===== config.mk =====
export PLATFORM = sky130hd
export DESIGN_NAME = jtag_sampled_tap
export DESIGN_NICKNAME = d
export VERILOG_FILES = /design/src/rtl/jtag_pkg.sv /design/src/rtl/jtag_pin_sync.sv /design/src/rtl/jtag_sampled_tap.sv
export SDC_FILE = /design/constraint.sdc
export NUM_CORES = 1
export LEC_CHECK = 0
export CAP_MARGIN = 20
export CORE_MARGIN = 2
export CORE_UTILIZATION = 28
export DETAILED_ROUTE_END_ITERATION = 8
export PLACE_DENSITY_LB_ADDON = 0.3
export SYNTH_ARGS = -nofsm -noshare
export SYNTH_HDL_FRONTEND = slang
export SYNTH_SLANG_ARGS = --single-unit

===== constraint.sdc =====
create_clock -name clk -period 3.4 [get_ports clk]
set_clock_uncertainty 0.05 [all_clocks]
set_input_delay 0.51 -clock clk [delete_from_list [all_inputs] [get_ports clk]]
set_output_delay 0.51 -clock clk [all_outputs]
set_load 0.02 [all_outputs]

===== src/rtl/jtag_pkg.sv =====
// jtag_pkg: shared TAP state encoding, instruction constants and the 1149.1 next-state function.
// Used by jtag_sampled_tap (and its optional JTAG_SAMPLED_TAP_TRST_EN build).
package jtag_pkg;

    typedef enum logic [3:0] {
        TEST_LOGIC_RESET = 4'h0,
        RUN_TEST_IDLE    = 4'h1,
        SELECT_DR        = 4'h2,
        CAPTURE_DR       = 4'h3,
        SHIFT_DR         = 4'h4,
        EXIT1_DR         = 4'h5,
        PAUSE_DR         = 4'h6,
        EXIT2_DR         = 4'h7,
        UPDATE_DR        = 4'h8,
        SELECT_IR        = 4'h9,
        CAPTURE_IR       = 4'hA,
        SHIFT_IR         = 4'hB,
        EXIT1_IR         = 4'hC,
        PAUSE_IR         = 4'hD,
        EXIT2_IR         = 4'hE,
        UPDATE_IR        = 4'hF
    } tap_state_t;

    localparam int          IDCODE_INSTR = 1;
    localparam int          USER_BASE    = 8;
    localparam logic [31:0] BYPASS_INSTR = '1;

    function automatic tap_state_t next_state(input tap_state_t s, input logic tms);
        tap_state_t n;
        n = TEST_LOGIC_RESET;
        case (s)
            TEST_LOGIC_RESET: n = tms ? TEST_LOGIC_RESET : RUN_TEST_IDLE;
            RUN_TEST_IDLE:    n = tms ? SELECT_DR        : RUN_TEST_IDLE;
            SELECT_DR:        n = tms ? SELECT_IR        : CAPTURE_DR;
            CAPTURE_DR:       n = tms ? EXIT1_DR         : SHIFT_DR;
            SHIFT_DR:         n = tms ? EXIT1_DR         : SHIFT_DR;
            EXIT1_DR:         n = tms ? UPDATE_DR        : PAUSE_DR;
            PAUSE_DR:         n = tms ? EXIT2_DR         : PAUSE_DR;
            EXIT2_DR:         n = tms ? UPDATE_DR        : SHIFT_DR;
            UPDATE_DR:        n = tms ? SELECT_DR        : RUN_TEST_IDLE;
            SELECT_IR:        n = tms ? TEST_LOGIC_RESET : CAPTURE_IR;
            CAPTURE_IR:       n = tms ? EXIT1_IR         : SHIFT_IR;
            SHIFT_IR:         n = tms ? EXIT1_IR         : SHIFT_IR;
            EXIT1_IR:         n = tms ? UPDATE_IR        : PAUSE_IR;
            PAUSE_IR:         n = tms ? EXIT2_IR         : PAUSE_IR;
            EXIT2_IR:         n = tms ? UPDATE_IR        : SHIFT_IR;
            UPDATE_IR:        n = tms ? SELECT_DR        : RUN_TEST_IDLE;
            default:          n = TEST_LOGIC_RESET;
        endcase
        return n;
    endfunction

endpackage


===== src/rtl/jtag_pin_sync.sv =====
// jtag_pin_sync: multi-stage synchroniser for asynchronous pins with edge detect on bit 0.
// Ports: clk, rst_n (async active-low), d (raw pins), q (synchronised pins),
//        rise/fall (one-clk pulses on 0->1 / 1->0 of synchronised d[0]).
module jtag_pin_sync #(
    parameter int STAGES = 2,
    parameter int WIDTH  = 3
) (
    input  logic             clk,
    input  logic             rst_n,
    input  logic [WIDTH-1:0] d,
    output logic [WIDTH-1:0] q,
    output logic             rise,
    output logic             fall
);

    logic [WIDTH-1:0] sync [STAGES];
    logic             last;

    always_ff @(posedge clk or negedge rst_n) begin
        if (!rst_n) begin
            for (int i = 0; i < STAGES; i++) sync[i] <= '0;
            last <= 1'b0;
        end else begin
            sync[0] <= d;
            for (int i = 1; i < STAGES; i++) sync[i] <= sync[i-1];
            last <= sync[STAGES-1][0];
        end
    end

    assign q    = sync[STAGES-1];
    assign rise = q[0] & ~last;
    assign fall = ~q[0] & last;

endmodule


===== src/rtl/jtag_sampled_tap.sv =====
// jtag_sampled_tap: IEEE 1149.1 TAP running entirely in the clk domain with oversampled tck/tms/tdi.
// Ports: clk, rst_n (async active-low); tck/tms/tdi pins in, tdo/tdo_oe out; tap_state, instruction;
//        user_dr_in/user_dr_out (channel n at [n*DR_WIDTH +: DR_WIDTH]), user_capture/user_update pulses.
// Optional: define JTAG_SAMPLED_TAP_TRST_EN to add the trst_n input (async active-low test reset).
module jtag_sampled_tap
    import jtag_pkg::*;
#(
    parameter int          IR_WIDTH     = 5,
    parameter int          DR_WIDTH     = 32,
    parameter int          NUM_USER_DR  = 2,
    parameter logic [31:0] IDCODE_VALUE = 32'h1000_563D,
    parameter int          SYNC_STAGES  = 2
) (
    input  logic                            clk,
    input  logic                            rst_n,
`ifdef JTAG_SAMPLED_TAP_TRST_EN
    input  logic                            trst_n,
`endif
    input  logic                            tck,
    input  logic                            tms,
    input  logic                            tdi,
    output logic                            tdo,
    output logic                            tdo_oe,
    output logic [3:0]                      tap_state,
    output logic [IR_WIDTH-1:0]             instruction,
    input  logic [NUM_USER_DR*DR_WIDTH-1:0] user_dr_in,
    output logic [NUM_USER_DR*DR_WIDTH-1:0] user_dr_out,
    output logic [NUM_USER_DR-1:0]          user_capture,
    output logic [NUM_USER_DR-1:0]          user_update
);

    localparam logic [IR_WIDTH-1:0] IDCODE = IR_WIDTH'(IDCODE_INSTR);

    tap_state_t              state;
    logic [IR_WIDTH-1:0]     ir_sh;
    logic [DR_WIDTH-1:0]     dr_sh, cap_data;
    logic                    byp, tck_rise, tck_fall, tms_s, tdi_s, tck_s_unused, trst_act;
    logic [NUM_USER_DR-1:0]  user_sel;
    logic                    is_idcode, is_bypass;

    jtag_pin_sync #(.STAGES(SYNC_STAGES), .WIDTH(3)) u_pins (
        .clk  (clk),
        .rst_n(rst_n),
        .d    ({tdi, tms, tck}),
        .q    ({tdi_s, tms_s, tck_s_unused}),
        .rise (tck_rise),
        .fall (tck_fall)
    );

`ifdef JTAG_SAMPLED_TAP_TRST_EN
    logic trst_s, trst_rise_unused, trst_fall_unused;
    jtag_pin_sync #(.STAGES(SYNC_STAGES), .WIDTH(1)) u_trst (
        .clk  (clk),
        .rst_n(rst_n),
        .d    (trst_n),
        .q    (trst_s),
        .rise (trst_rise_unused),
        .fall (trst_fall_unused)
    );
    assign trst_act = ~trst_s;
`else
    assign trst_act = 1'b0;
`endif

    // All-ones wins over a USERn code that happens to alias it for narrow IRs;
    // unknown codes fall through to BYPASS but instruction keeps the raw value.
    always_comb begin
        user_sel = '0;
        cap_data = DR_WIDTH'(IDCODE_VALUE);
        for (int n = 0; n < NUM_USER_DR; n++)
            if (instruction != IR_WIDTH'(BYPASS_INSTR) && instruction == IR_WIDTH'(USER_BASE + n)) begin
                user_sel[n] = 1'b1;
                cap_data    = user_dr_in[n*DR_WIDTH +: DR_WIDTH];
            end
    end

    assign is_idcode = instruction == IDCODE;
    assign is_bypass = !is_idcode && user_sel == '0;
    assign tap_state = state;

    always_ff @(posedge clk or negedge rst_n) begin
        if (!rst_n) begin
            state        <= TEST_LOGIC_RESET;
            instruction  <= IDCODE;
            ir_sh        <= '0;
            dr_sh        <= '0;
            byp          <= 1'b0;
            tdo          <= 1'b0;
            tdo_oe       <= 1'b0;
            user_dr_out  <= '0;
            user_capture <= '0;
            user_update  <= '0;
        end else begin
            user_capture <= '0;
            user_update  <= '0;
            if (trst_act) begin
                state       <= TEST_LOGIC_RESET;
                instruction <= IDCODE;
                tdo         <= 1'b0;
                tdo_oe      <= 1'b0;
            end else if (tck_rise) begin
                state <= next_state(state, tms_s);
                if (next_state(state, tms_s) == TEST_LOGIC_RESET) instruction <= IDCODE;
                if (state == CAPTURE_IR) ir_sh <= IR_WIDTH'(1);
                if (state == SHIFT_IR) ir_sh <= {tdi_s, ir_sh[IR_WIDTH-1:1]};
                if (state == CAPTURE_DR) begin
                    byp          <= 1'b0;
                    dr_sh        <= cap_data;
                    user_capture <= user_sel;
                end
                if (state == SHIFT_DR) begin
                    if (is_bypass) byp <= tdi_s;
                    else dr_sh <= {tdi_s, dr_sh[DR_WIDTH-1:1]};
                end
            end else if (tck_fall) begin
                tdo_oe <= state == SHIFT_IR || state == SHIFT_DR;
                tdo    <= state == SHIFT_IR ? ir_sh[0] :
                          state == SHIFT_DR ? (is_bypass ? byp : dr_sh[0]) : 1'b0;
                if (state == UPDATE_IR) instruction <= ir_sh;
                if (state == UPDATE_DR) begin
                    user_update <= user_sel;
                    for (int n = 0; n < NUM_USER_DR; n++)
                        if (user_sel[n]) user_dr_out[n*DR_WIDTH +: DR_WIDTH] <= dr_sh;
                end
            end
        end
    end

endmodule


==> results of run 1 <==
flip-flops by register name (all words and copies together) (netlist names):
register and count:
u_pins.q 3, instruction 5, tdo_oe 1, tdo 1, dr_sh 32, user_dr_out 64
u_pins.sync 3, byp 1, ir_sh 5, user_update 2, u_pins.last 1, tap_state 4
user_capture 2
worst paths after layout:
check	end	slack [ps]	cells after the start
worst min-delay path	user_dr_out[10]$_DFFE_PN0P_	170	1
worst max-delay path	user_dr_out[58]$_DFFE_PN0P_	620	4
worst min register to register	u_pins.q[2]$_DFF_PN0_	300	0
worst max register to register	user_dr_out[58]$_DFFE_PN0P_	620	4
min in group clk	u_pins.q[2]$_DFF_PN0_	300	0
max in group asynchronous	user_dr_out[18]$_DFFE_PN0P_	2270	2
final cells by class:
type / count / area share [%]
sequential: 124 / 39.1
multi-input combinational: 249 / 28.5
timing repair buffer: 156 / 19.3
clock buffer: 18 / 5.53
tap: 265 / 4.17
clock inverter: 14 / 3.04
inverter: 7 / 0.331
metal layers:
layer,routed length [um],GRT usage [%],vias to the layer above
met2,7050,23.0,115
met5,0,0,-
met1,6580,18.3,2017
met3,1180,5.33,15
li1,-,-,1829
met4,178,5.01,0
worst max-delay path: stages (launching register included):
cell     delay [ps]
dfrtp_1         650
nor2b_1         440
nor4b_4         470
nand3_4         520
mux2_4          480
kinds of logic (layout without fill, tap and decap cells):
family | after synthesis | in the layout | share of synthesized area (%)
AO/OA/AOI/OAI | 92 | 92 | 12.9
XOR/XNOR | 1 | 1 | 0.159
adder cells (fa/ha/maj) | 3 | 3 | 0.680
buffers and inverters | 35 | 195 | 3.29
flip-flops | 124 | 124 | 56.2
multiplexers | 98 | 98 | 20.5
AND/OR/NAND/NOR | 55 | 55 | 6.21
metrics by stage:
stage	worst slack, ps	hold slack, ps	instance area [um2]
final	623	167	7950
after global placement	687	284	7270
after detailed placement	629	285	7270
after global routing	482	236	7950
after CTS	620	193	7950
after floorplan	1110	164	5520
cells in the mapped netlist (2+ instances only):
cell type  count
nor2_1         4
or2_2          2
o21ai_0       35
nand3_1        2
buf_6          6
a22o_1         4
and3_1         2
a21oi_1        7
nand3_4        2
mux2i_1       34
buf_1          3
buf_2          4
and4_1         2
ha_1           3
nor2b_1        6
dfrtp_1      123
nor4_1         3
mux2_4        19
inv_1          6
clkbuf_1      15
o221a_2       31
a31oi_1        4
nand2_1       23
mux2_2        45
power breakdown:
group,switching (W),total [W],internal [W]
sequential,0.000384,0.00210,0.00172
clock,0.000675,0.00207,0.00140
combinational,0.000447,0.00101,0.000562
==> results.md, run 1 <==
- Synth top area cells: dfrtp_1, mux2_2, o221a_2, mux2i_1, mux2_4
- Clk root buf: clkbuf_16
- Fin crit share: 81.7%
- Post-Route Setup TNS: 0 ps
- Synthesized net count: 480
- CTS buffer count: 17
- Critical Path RT: 3650 ps
- Top FF cell, synth: dfrtp_1
- Post-Synthesis Cells: 408
- GRT overflow: 0
- Capturing element type of the critical path: flip-flop
- Layout Cells excl Fill: 833
- Nets: about 630
- Pwr dens: 652 mW/mm2
- Die extent in y: about 140 um
- Vias in the first global route: 4126
- Relative slew slack: between 40% and 50%
- Asr flop ratio synth: 100%
- Pleak: 3.53 nW
- Crit path DAT: 3020 ps
- Yosys top cell area share: 55.7%
- Initial antenna violation count: 0
- Post-synth cell types: 47
- Core area: 0.0194 mm2
- Worst Setup SP: tap_state[3]$_DFFE_PN0P_
- Fin util: 41.0%
- Final ANT Viol Nets: 0
- Pin count of the biggest net entering global routing: 70
- Area of the multi-input gates: approximately 0.0023 mm2
- Ant. Diodes: 0
- Die ar.: 0.0209 mm2
- Commonest non-fill, non-tap cell in the layout: clkdlybuf4s50_1
- Clock transition at the registers of the reported paths: approximately 60 ps
- Cell row count: 51
- Vias: 3976
- Status: completed
- FILL cells: roughly 1800
- Post-CTS Hold Buffers: 0
- Total Routing Usage GR: 14.5%
- DIE WIDTH: 144 um
- Worst-Margin Slew: ~900 ps
- HPWL after DPL: 10.2 mm
- DRT iter0 DRCs: ~160
- CTS Buffer Depth: 2
- Maximum VDD drop: roughly 0.34 mV
- Post-CTS setup buffers: 0
- Clock latency on the worst-skew pair: 410 ps
- Tot Pwr: 0.00518 W
- Ys Warns: 0
- Endpoints failing setup: 0
- CTS tree: yes
- Placed insts: 801
- # IOs: 148
- Fin. max-slew vios: 0
- H-tree depth: 4
- Port Buffers: 147
- DR vias/cell: 4.77
- Global-route wire length before repair: 22.8 mm
- Fmax achieved: 360 MHz
- Critical setup path kind: reg -> reg
- Most area-hungry cell type in the Yosys netlist: dfrtp_1
- DRT Pass-1 Iters: 4
- CTS sink cnt: 124
- Post-cts sizing count: 0
- Routed length per instance: ~18 um
- Clock period minus worst slack: ~2800 ps
- Mean post-synth cell area: 13.5 um2
- Gp weighted congestion: 0.823
- Most frequent cells in the layout: clkdlybuf4s50_1, dfrtp_1, mux2_2
- Worst min path class: in -> async
- Post-synth EDFFs: 0
- WL final: 15.0 mm
- Final hold violations: 0
- Maximum fanout along the worst path: 32
- Seq cells post-synth: 124
- Max_cap viols: 0
- Seq/Total Area, Yosys: between 50% and 60%
- Fraction of layout cells with a size suffix above 1: 26.1%
- Worst r2r src: tap_state[3]$_DFFE_PN0P_
- RSZ-0062 raised after global routing: no
- Layout area overhead: 43.9%
- DR DRC count: 0
- Seq. cell area: 0.00310 mm2
- Setup crit start kind: flip-flop
- Mapped cell area: 0.00552 mm2
- Starting Density: 28.5%
No activity file was read; power rests on OpenSTA's default activity.
==> run 2: changes to the inputs <==
clock period = 2.4 ns   (was 3.4 ns; I/O delays follow)
==> run 2 against run 1 <==
  * Worst setup slack lost 490 ps
  * Sequential power is 36% higher
  * Register-to-register slack got worse by 460 ps
  * Die area is the same
  * Sequential share of layout area down 0.29 points
  * Critical endpoint is now instruction[0]
  * Flip-flop and latch count unchanged
==> results.md, run 2 (same netlist as run 1, synthesis figures left out) <==
- # IOs: 148 (unchanged)
- DR vias/cell: 4.84 (was 4.77)
- Routed length per instance: 17.4 um (was 18.0 um)
- Global-route wire length before repair: 23.3 mm (was 22.8 mm)
- Sw frac: 29.0% (was 29.1%)
- Pleak: 3.59 nW (was 3.53 nW)
- Tot Pwr: 0.00704 W (was 0.00518 W)
- Crit path DAT: 1860 ps (was 3020 ps)
- Top reg by flops: user_dr_out (unchanged)
- CP Buf/Inv Count: 1 (was 0)
- DR DRC count: 0 (unchanged)
- Worst path slowest cell: dfstp_2 (was dfrtp_1)
- PnR worst setup slack: 134 ps (was 623 ps)
- DIE WIDTH: 144 um (unchanged)
- Ant. Diodes: 0 (unchanged)
- DRT iter0 DRCs: 337 (was 164)
- Critical setup path kind: reg -> out (was reg -> reg)
- CTS sink cnt: 124 (unchanged)
- Final hold violations: 0 (unchanged)
- H-tree depth: 4 (unchanged)
- Fin crit share: a little over nine tenths
- Clock period minus worst slack: 2270 ps
- Cell row count: 51 (unchanged)
- Setup crit start kind: flip-flop (unchanged)
- Clock latency on the worst-skew pair: 420 ps (was 410 ps)
- Combinational power share: 23.0% (was 19.5%)
- Gp weighted congestion: 0.751 (was 0.823)
- CP cell instances: clkdlybuf4s50_1 (was nor2b_1, nor4b_4, nand3_4, mux2_4)
- Fraction of layout cells with a size suffix above 1: 27.3% (was 26.1%)
- Post-Route Setup TNS: 0 ps (unchanged)
- Total Routing Usage GR: 14.8% (was 14.5%)
- Fin. max-slew vios: 0 (unchanged)
- FILL cells: 1800 (was 1836)
- Sw power: 0.00204 W (was 0.00151 W)
- Reg2reg setup slack: 160 ps (was 620 ps)
- CTS buffer count: 17 (unchanged)
- Relative slew slack: 42.2% (was 40.5%)
- Layout area overhead: 45.0% (was 43.9%)
- Nets: 643 (was 627)
- Max_cap viols: 0 (unchanged)
- GRT overflow: 0 (unchanged)
- Die ar.: 0.0209 mm2 (unchanged)
- Placed insts: 816 (was 801)
- Clock transition at the registers of the reported paths: 50 ps (was 60 ps)
- Largest regs: user_dr_out: 64 flops, dr_sh: 32 flops (unchanged)
- Worst min path class: reg -> reg (was in -> async)
- Largest stage delay, worst path: 760 ps (was 650 ps)
- Initial antenna violation count: 0 (unchanged)
- Maximum VDD drop: 0.450 mV (was 0.341 mV)
- Pwr dens: 879 mW/mm2 (was 652 mW/mm2)
- Worst path top cell family by delay: flip-flops (was simple AND/OR/NAND/NOR gates)
- Status: completed (unchanged)
- Pin count of the biggest net entering global routing: 74 (was 70)
- Placement Setup Slack: 160 ps (was 629 ps)
- Pint: 0.00500 W (was 0.00368 W)
- Post-cts sizing count: 0 (unchanged)
- Flop pwr share: 40.6% (about the same)
- Layout Cells excl Fill: 848 (was 833)
- CTS tree: yes (unchanged)
- Endpoints failing setup: 0 (unchanged)
- Most frequent cells in the layout: clkdlybuf4s50_1, dfrtp_1, mux2_2 (unchanged)
- Max reg flops: 64 (unchanged)
- CTS Buffer Depth: 2 (unchanged)
- Fmax achieved: 441 MHz
- Core area: 0.0194 mm2 (unchanged)
- Commonest non-fill, non-tap cell in the layout: clkdlybuf4s50_1 (unchanged)
- HPWL after DPL: 10.5 mm (was 10.2 mm)
- Final ANT Viol Nets: 0 (unchanged)
- Worst-Margin Slew: 864 ps (was 892 ps)
- Critical Path RT: 1990 ps (was 3650 ps)
- RSZ-0062 raised after global routing: no (unchanged)
- Clock network fraction of total power: 36.4% (was 40.0%)
- Clk root buf: clkbuf_16 (unchanged)
- Vias in the first global route: 4195 (was 4126)
- Starting Density: 28.5% (unchanged)
- Post-CTS setup buffers: 0 (unchanged)
- DRT Pass-1 Iters: 5 (was 4)
- Port Buffers: 147 (unchanged)
- Maximum fanout along the worst path: 11 (was 32)
- Vias: 4105 (was 3976)
- Capturing element type of the critical path: primary output (was flip-flop)
- Die extent in y: 144 um (unchanged)
- WL final: 14.8 mm (was 15.0 mm)
-- run 2: cell count changes in the layout (fill, tap and decap cells not counted), moves of 2 or more --
cell and delta:
buf_12 +2, buf_4 +13, bufinv_16 -3, clkbuf_1 +3, clkbuf_8 +2, clkinv_2 +3, clkinv_4 -4
-- run 2: what timing repair did --
item / in CTS / in global routing
endpoints found under the setup margin: 0 / 0
hold buffers: 1 / 0
endpoints found under the hold margin: 17 / 0
-- run 2: through the flow --
| stage | hold WS, ps | utilization, % | area, um2 |
|---|---|---|---|
| after floorplan | 14.4 | - | 5520 |
| after global placement | 197 | 38.2 | 7400 |
| after detailed placement | 205 | 38.2 | 7400 |
| after CTS | 299 | 41.3 | 8010 |
| after global routing | 302 | 41.3 | 8010 |
| final | 296 | 41.3 | 8010 |
-- run 2: worst paths after layout --
path                                            startpoint                           to  cells past startpoint
worst max register to register  instruction[4]$_DFFE_PN0P_  user_dr_out[48]$_DFFE_PN0P_                      5
max in group asynchronous                            rst_n   instruction[0]$_DFFE_PN1P_                      3
worst max-delay path            instruction[0]$_DFFE_PN1P_               instruction[0]                      1
min in group asynchronous                            rst_n         dr_sh[5]$_DFFE_PN0P_                      2
worst min register to register    u_pins.sync[4]$_DFF_PN0_        u_pins.q[1]$_DFF_PN0_                      0
worst min-delay path              u_pins.sync[4]$_DFF_PN0_        u_pins.q[1]$_DFF_PN0_                      0
-- run 2: worst register-to-register path, stage by stage, from the launching register on --
cell	delay, ps
dfrtp_1	410
or4b_1	540
nor4b_4	420
nand3_4	110
buf_4	250
mux2_4	340
-- run 2: layer usage --
layer  track usage [%]  vias to the layer above  part of all wire [%]  wire length [um]
met1              18.3                     2082                    42              6230
met3              5.56                       13                   8.3              1220
met2              23.8                      151                    48              7120
met5                 0                        -                     0                 0
met4              5.31                        0                   1.3               195
li1                  -                     1859                     -                 -
-- run 2: layout make-up --
class / count / area (um2) / area share [%]
tap: 265 / 332 / 4.14
multi-input combinational: 249 / 2270 / 28.3
clock inverter: 8 / 115 / 1.44
inverter: 7 / 26.3 / 0.328
clock buffer: 23 / 478 / 5.97
sequential: 124 / 3100 / 38.8
timing repair buffer: 172 / 1680 / 21.0
-- run 2: power groups by stage --
stage	clock network (W)	logic [W]	registers, W
after floorplan	0	0.00105	0.00278
after global placement	0	0.00159	0.00288
after detailed placement	0	0.00163	0.00289
after CTS	0.00262	0.00164	0.00286
after global routing	0.00273	0.00178	0.00292
final	0.00256	0.00162	0.00286
